$ cat src/rtl/pipe_stage_reg.sv
// Parametrised inter-stage pipeline register. It handles flush, stall and enable with
// fixed priority, and it generates the stage forwarding value and a stall watchdog counter.
module pipe_stage_reg #(
   parameter int                DATA_W     = 32,
   parameter int                NUM_OPS    = 2,
   parameter int                EXC_W      = 5,
   parameter bit                STALL_MODE = 1'b0,
   parameter int                CNT_W      = 4,
   parameter logic [DATA_W-1:0] PC_DEFAULT = 32'h0000_3000,
   parameter logic [DATA_W-1:0] PC_KERNEL  = 32'h0000_4180
) (
   input  logic                      clk,
   input  logic                      reset,
   input  logic                      en,
   input  logic                      stall,
   input  logic                      flush,
   input  logic [DATA_W-1:0]         in_pc,
   input  logic [DATA_W-1:0]         in_instr,
   input  logic [NUM_OPS*DATA_W-1:0] in_ops,
   input  logic [DATA_W-1:0]         in_imm,
   input  logic [EXC_W-1:0]          in_exc,
   input  logic                      in_bd,
   input  logic [1:0]                in_fwd_sel,
   output logic [DATA_W-1:0]         out_pc,
   output logic [DATA_W-1:0]         out_instr,
   output logic [DATA_W-1:0]         out_imm,
   output logic [NUM_OPS*DATA_W-1:0] out_ops,
   output logic [EXC_W-1:0]          out_exc,
   output logic                      out_bd,
   output logic                      out_valid,
   output logic [DATA_W-1:0]         out_fwd_val,
   output logic                      out_fwd_ok,
   output logic [CNT_W-1:0]          stall_cnt,
   output logic                      stall_sat
);

   localparam int OPS_W = NUM_OPS * DATA_W;

   logic [DATA_W-1:0] pc_q, pc_d, instr_q, instr_d, imm_q, imm_d;
   logic [OPS_W-1:0]  ops_q, ops_d;
   logic [EXC_W-1:0]  exc_q, exc_d;
   logic              bd_q, bd_d, valid_q, valid_d;
   logic [1:0]        fwd_sel_q, fwd_sel_d;
   logic [CNT_W-1:0]  cnt_q, cnt_d;

   always_comb begin
      pc_d      = pc_q;
      instr_d   = instr_q;
      imm_d     = imm_q;
      ops_d     = ops_q;
      exc_d     = exc_q;
      bd_d      = bd_q;
      valid_d   = valid_q;
      fwd_sel_d = fwd_sel_q;
      if (flush) begin
         pc_d      = PC_KERNEL;
         instr_d   = '0;
         imm_d     = '0;
         ops_d     = '0;
         exc_d     = '0;
         bd_d      = 1'b0;
         valid_d   = 1'b0;
         fwd_sel_d = 2'd0;
      end else if (stall) begin
         // The bubble keeps the PC and BD so that an exception taken here still reports the correct EPC.
         if (!STALL_MODE) begin
            pc_d      = in_pc;
            bd_d      = in_bd;
            instr_d   = '0;
            imm_d     = '0;
            ops_d     = '0;
            exc_d     = '0;
            valid_d   = 1'b0;
            fwd_sel_d = 2'd0;
         end
      end else if (en) begin
         pc_d      = in_pc;
         instr_d   = (in_exc != '0) ? '0 : in_instr;
         imm_d     = in_imm;
         ops_d     = in_ops;
         exc_d     = in_exc;
         bd_d      = in_bd;
         valid_d   = 1'b1;
         fwd_sel_d = (in_exc != '0) ? 2'd0 : in_fwd_sel;
      end
   end

   always_comb begin
      cnt_d = '0;
      if (stall && !flush)
         cnt_d = (&cnt_q) ? cnt_q : cnt_q + CNT_W'(1);
   end

   always_ff @(posedge clk or posedge reset) begin
      if (reset) begin
         pc_q      <= PC_DEFAULT;
         instr_q   <= '0;
         imm_q     <= '0;
         ops_q     <= '0;
         exc_q     <= '0;
         bd_q      <= 1'b0;
         valid_q   <= 1'b0;
         fwd_sel_q <= 2'd0;
         cnt_q     <= '0;
      end else begin
         pc_q      <= pc_d;
         instr_q   <= instr_d;
         imm_q     <= imm_d;
         ops_q     <= ops_d;
         exc_q     <= exc_d;
         bd_q      <= bd_d;
         valid_q   <= valid_d;
         fwd_sel_q <= fwd_sel_d;
         cnt_q     <= cnt_d;
      end
   end

   // This stage produces only the PC+8 link value. ALU and DM results are forwarded by later stages.
   assign out_fwd_ok  = valid_q && (fwd_sel_q == 2'd1);
   assign out_fwd_val = out_fwd_ok ? pc_q + DATA_W'(8) : '0;

   assign out_pc    = pc_q;
   assign out_instr = instr_q;
   assign out_imm   = imm_q;
   assign out_ops   = ops_q;
   assign out_exc   = exc_q;
   assign out_bd    = bd_q;
   assign out_valid = valid_q;
   assign stall_cnt = cnt_q;
   assign stall_sat = &cnt_q;

endmodule

$ cat config.mk
export PLATFORM = sky130hd
export DESIGN_NAME = pipe_stage_reg
export DESIGN_NICKNAME = d
export VERILOG_FILES = /design/src/rtl/pipe_stage_reg.sv
export SDC_FILE = /design/constraint.sdc
export NUM_CORES = 1
export LEC_CHECK = 0
export ABC_CLOCK_PERIOD_IN_PS = 10900
export BUFFER_PORTS_ARGS = -buffer_cell sky130_fd_sc_hd__buf_2
export CAP_MARGIN = 25
export CORE_AREA = 5 5 143 145
export CTS_BUF_LIST = sky130_fd_sc_hd__clkbuf_8
export DETAILED_ROUTE_END_ITERATION = 8
export DIE_AREA = 0 0 148 150
export PLACE_DENSITY = 0.71
export SYNTH_ARGS = -nofsm -noshare
export SYNTH_HDL_FRONTEND = slang
export SYNTH_SLANG_ARGS = --single-unit
export TNS_END_PERCENT = 5
$ cat constraint.sdc
create_clock -name clk -period 10.9 [get_ports clk]
set_input_delay 1.635 -clock clk [delete_from_list [all_inputs] [get_ports clk]]
set_output_delay 1.635 -clock clk [all_outputs]
set_load 0.01 [all_outputs]
==> impl_metrics.csv, run 1 <==
group,metric,value,unit
critical_path,crit_type,"reg2out",
run,drv_cap,0,
timing,clock_skew,0.00689,ns
finish,drive_gt1_share,44.4,%
route,viasPerCell,5.17,
placement,portBuffers,377,
critical_path,end_kind,"primary output",
logic_synthesis,synth_edf_count,0,
logic_synthesis,syn_area_per_cell,11.7,sq um
logic_synthesis,synthTopCellsByArea,"dfrtp_1, a22o_1, nand2b_1",
route,drcViolationCount,0,
logic_synthesis,seq_area_frac_synth,61.4,%
logic_synthesis,syn_inst,601,
timing,layout_min_cycle_time,4.43,ns
timing,rsz0062_at_grt,"false",
power_and_ir_drop,vdd_ir_drop_max,75.9,uV
die,die_w,148,microns
cts,clkTransAtPathRegs,0.10,ns
logic_synthesis,synth_top_area_share,60.6,%
route,first_pass_iters,5,
placement,gp_congestion,0.848,
finish,layout.nets,1133,
global_routing,gr-usage-all-layers,19.2,%
global_routing,grt_antenna_before_repair,2,
power_and_ir_drop,p_leak,5.21,nW
placement,pre_cts_slack,6.97,ns
logic_synthesis,synth_warnings,0,
power_and_ir_drop,power,1.26,mW
logic_synthesis,ys_async_sr_fraction,100,%
finish,fillCellCount,1773,
critical_path,arrival,2.80,ns
cts,post_cts_resized,0,
critical_path,critPathMaxStageDelay,0.74,ns
timing,fin_crit_sh,40.7,%
die,ios,378,
cts,cts_max_level,4,
critical_path,worst-path-max-fanout,12,
timing,slew_violations,0,
die,core,19100,sq um
logic_synthesis,synth_commonest_cells,"dfrtp_1, a22o_1, nand2_1",
route,ant_nets,0,
global_routing,grt_max_degree,103,
timing,relSlewSlack,29.2,%
die,die-area,22200,sq um
cts,clock_latency,0.44,ns
global_routing,grt_pass1_vias,6114,
logic_synthesis,synth_most_common_cell,"dfrtp_1",
timing,tightest_slew,1.06,ns
route,post_drt_wl_per_cell,18.2,microns
logic_synthesis,ys_ff_latch,173,
cts,numCtsBuffers,17,
timing,max_freq,226,MHz
cts,clock-sinks,173,
cts,ctsLongestPathBuffers,2,
logic_synthesis,syn-num-nets,776,
logic_synthesis,ys_types,38,
finish,instances_no_fill,1210,
placement,hpwl,16000,microns
finish,final_core_util,50.1,%
critical_path,cp_slowest_cell,"or4_1",
min_path,worstHoldPathType,"reg2reg",
timing,finalSetupViolCount,0,
logic_synthesis,netlist_area,7060,sq um
critical_path,cp.required,9.27,ns
cts,cts.hold.buffers_added,0,
timing,tns,0,ns
route,drt-initial-drc-count,328,
critical_path,startpoint_type,"register",
global_routing,grt-ovfl-total,0,
placement,dp.cells,1176,
cts,clock-root-buffer,"clkbuf_8",
die,die_h,150,microns
power_and_ir_drop,power_density,132,nW/um^2
status,outcome,"finished clean",
timing,hold_viol,0,
cts,postCtsSetupBuffers,0,
critical_path,path_cells,"ha_1 -> inv_1 -> or4_1 -> or4_1 -> a21oi_1 -> buf_2",
logic_synthesis,synth_flop_cell,"dfrtp_1",
critical_path,path_common_cell,"or4_1",
cts,cts_tree,"yes",
route,wirelength,22100,microns
logic_synthesis,post-synth-top-area-cell,"dfrtp_1",
route,vias,6251,
die,rows,51,
global_routing,grt_pass1_wl,33800,microns
timing,finalWorstSetupSlack,6.47,ns
finish,synthToLayoutAreaGrowth,35.5,%
die,initial_core_util,37.0,%
==> where the power goes <==
part	switching [mW]	leakage [nW]	internal [mW]
logic	0.0691	2.67	0.0550
registers	0.0195	2.34	0.662
clock network	0.257	0.201	0.197
total	0.346	5.21	0.914
==> flip-flops by register name, summed over array words and instances, names as in the netlist <==
name	cells
out_bd	1
out_imm	32
out_ops	64
out_valid	1
stall_cnt	4
fwd_sel_q	2
out_instr	32
out_exc	5
out_pc	32
==> cells in the final DEF, fill, tap and decap left out, drive strengths merged, types with 4 or more instances in the layout <==
cell    instances
buf           386
dfrtp         171
a22o          135
nand2          47
o21ai          38
nand2b         31
nor2           19
clkbuf         18
inv            16
a21oi          15
nand3          11
or4             8
xnor2           7
nand4           7
nor3            7
o31ai           6
nor4            5
or2             5
mux2i           5
or3             5
and2            4
==> worst max-delay path, delay by kind of cell, from the launching register on <==
kind            cells  cell delay [ns]
fa+ha+maj           1             0.25
buf+inv             2             0.27
flops               1             0.45
compound gates      1             0.18
simple gates        2             1.20
==> worst paths after layout <==
kind | from | endpoint | slack (ns) | cells after the start
min in group asynchronous | reset | out_pc[0] | 1.35 | 2
hold / removal | out_bd | out_bd | 0.49 | 2
max in group asynchronous | reset | out_imm[25] | 8.51 | 4
hold reg to reg | out_bd | out_bd | 0.49 | 2
setup reg to reg | stall_cnt[0] | stall_cnt[0] | 9.58 | 4
setup / recovery | out_pc[3] | out_fwd_val[25] | 6.47 | 6
==> final cells by class <==
| type | count | area [sq um] | area share [%] |
|---|---|---|---|
| clock inverters | 14 | 151 | 1.58 |
| flip-flops and latches | 173 | 4330 | 45.3 |
| repair buffers | 386 | 1970 | 20.6 |
| multi-input cells | 372 | 2520 | 26.4 |
| well taps | 238 | 298 | 3.11 |
| inverters | 8 | 35.0 | 0.366 |
| diodes | 1 | 2.50 | 0.0262 |
| clock buffers | 18 | 248 | 2.59 |
==> metrics by stage <==
stage,cell area [sq um],hold WS [ns]
2_1_floorplan,7060,0.464
3_3_place_gp,9130,0.463
3_5_place_dp,9130,0.478
4_1_cts,9530,0.502
5_1_grt,9560,0.518
6_report,9560,0.491
==> layer usage <==
metal | vias to the layer above | part of all wire [%] | global-route usage (%)
li1 | 2928 | - | -
met3 | 34 | 8.1 | 6.12
met4 | 2 | 2.0 | 5.96
met2 | 288 | 49 | 31.1
met1 | 2999 | 41 | 24.7
met5 | - | 0.059 | 0
==> logic make-up after synthesis <==
| family | Yosys count | synth area share, % |
|---|---|---|
| AND/OR/NAND/NOR | 158 | 11.8 |
| buffers and inverters | 56 | 3.07 |
| XOR/XNOR | 9 | 1.12 |
| AO/OA/AOI/OAI | 198 | 21.6 |
| flip-flops | 173 | 61.4 |
| multiplexers | 5 | 0.709 |
| adder cells (fa/ha/maj) | 2 | 0.355 |
No activity file was read; power rests on OpenSTA's default activity.
==> run 2: changes to the inputs <==
Settings changed: ABC_CLOCK_PERIOD_IN_PS 10900 to 4250.
Clock period 10.9 ns to 4.25 ns, I/O delays scaled along.
==> run 2 against run 1 <==
Against the previous run:
- combinational power grew to 2.6 times the previous value
- design area up 0.43%
- routed wire length grew 1.0%
- power rose to 2.6 times the previous value
- final cell count about the same
- clock power grew to 2.6 times the previous value
- register-to-register slack got worse by 6.6 ns
- utilization grew 0.22 points
- critical endpoint unchanged
==> impl_metrics.csv, run 2 (same netlist as run 1, synthesis figures left out) <==
group,metric,value,unit
cts,clkTransAtPathRegs,0.10,ns
die,ios,378,
route,vias,6160,
placement,pre_cts_slack,1.31,ns
power_and_ir_drop,power_density,337,nW/um^2
run,drv_cap,0,
global_routing,grt-ovfl-total,0,
timing,tns,0,ns
die,initial_core_util,37.0,%
route,wirelength,22300,microns
timing,hold_viol,0,
die,die_h,150,microns
cts,cts.hold.buffers_added,0,
finish,final_common_cell,"buf_2",
critical_path,arrival,2.76,ns
placement,dp.cells,1177,
route,post_drt_wl_per_cell,18.4,microns
status,outcome,"finished clean",
power_and_ir_drop,p_leak,5.22,nW
die,core,19100,sq um
cts,cts_tree,"yes",
die,die_w,148,microns
finish,layout.nets,1134,
timing,slew_violations,0,
cts,postCtsSetupBuffers,0,
critical_path,startpoint_type,"register",
global_routing,grt_max_degree,134,
cts,post_cts_resized,0,
timing,clock_skew,0.00132,ns
route,first_pass_iters,4,
timing,layout_min_cycle_time,3.40,ns
power_and_ir_drop,vdd_ir_drop_max,167,uV
timing,relSlewSlack,38.7,%
die,die-area,22200,sq um
min_path,worstHoldPathType,"in2async",
critical_path,end_kind,"primary output",
die,rows,51,
finish,final_core_util,50.3,%
finish,largest_reg_flops,64,
finish,fillCellCount,1775,
timing,finalWorstSetupSlack,0.851,ns
finish,mostFrequentLayoutCells,"buf_2, dfrtp_1, a22o_1, nand2_1, o21ai_0",
timing,tightest_slew,0.911,ns
route,drcViolationCount,0,
timing,max_freq,294,MHz
route,drt-initial-drc-count,319,
critical_path,crit_type,"reg2out",
finish,multi_input_area,2520,sq um
timing,fin_crit_sh,80.0,%
critical_path,worst-path-max-fanout,12,
cts,clock_latency,0.42,ns
finish,seq_area,4330,sq um
cts,numCtsBuffers,17,
finish,drive_gt1_share,44.4,%
global_routing,grt_pass1_wl,33300,microns
timing,rsz0062_at_grt,"false",
cts,clock-sinks,173,
placement,gp_congestion,0.843,
global_routing,grt_pass1_vias,6142,
global_routing,gr-usage-all-layers,19.2,%
placement,hpwl,16400,microns
timing,finalSetupViolCount,0,
critical_path,cp.required,3.61,ns
route,ant_nets,0,
placement,portBuffers,377,
finish,synthToLayoutAreaGrowth,36.1,%
global_routing,grt_antenna_before_repair,0,
critical_path,r2r_slack,2.94,ns
cts,ctsLongestPathBuffers,2,
route,viasPerCell,5.10,
cts,clock-root-buffer,"clkbuf_8",
finish,antenna_cells,0,
finish,instances_no_fill,1209,
cts,cts_max_level,4,
[run 2: final timing paths]
kind / from / endpoint / cells past startpoint
worst min register to register: out_bd / out_bd / 2
worst max-delay path: out_pc[3] / out_fwd_val[25] / 6
min in group clk: in_ops[0] / out_ops[0] / 2
worst min-delay path: reset / out_imm[8] / 2
worst max register to register: stall_cnt[0] / stall_cnt[0] / 4
max in group asynchronous: reset / out_ops[19] / 3
[run 2: through the flow]
stage / power [mW] / instance area, sq um / hold slack (ns)
2_1_floorplan: 1.92 / 7060 / 0.464
3_3_place_gp: 2.10 / 9170 / 0.461
3_5_place_dp: 2.11 / 9170 / 0.468
4_1_cts: 3.29 / 9580 / 0.212
5_1_grt: 3.39 / 9600 / 0.237
6_report: 3.24 / 9600 / 0.243
[run 2: routing by layer]
metal  GRT usage (%)  vias up  part of all wire, %
met5               0        -                    0
met2            31.9      282                   50
met3            6.21       31                  8.2
li1                -     2916                    -
met4            6.24        0                  2.1
met1            23.8     2931                   39
[run 2: cell type report]
| cell class | count | area share (%) |
|---|---|---|
| flip-flops and latches | 173 | 45.1 |
| multi-input cells | 372 | 26.3 |
| repair buffers | 387 | 21.0 |
| well taps | 238 | 3.10 |
| clock buffers | 18 | 2.58 |
| clock inverters | 13 | 1.60 |
| inverters | 8 | 0.352 |
[run 2: power breakdown]
part	total [mW]	internal, mW	switching, mW
Clock	1.17	0.551	0.615
Combinational	0.322	0.145	0.177
Sequential	1.75	1.70	0.0514
[run 2: critical path, stage by stage (launching register included)]
cell,delay (ns)
dfrtp_1,0.44
ha_1,0.25
inv_1,0.11
or4_1,0.72
or4_1,0.46
a21oi_1,0.19
buf_2,0.16
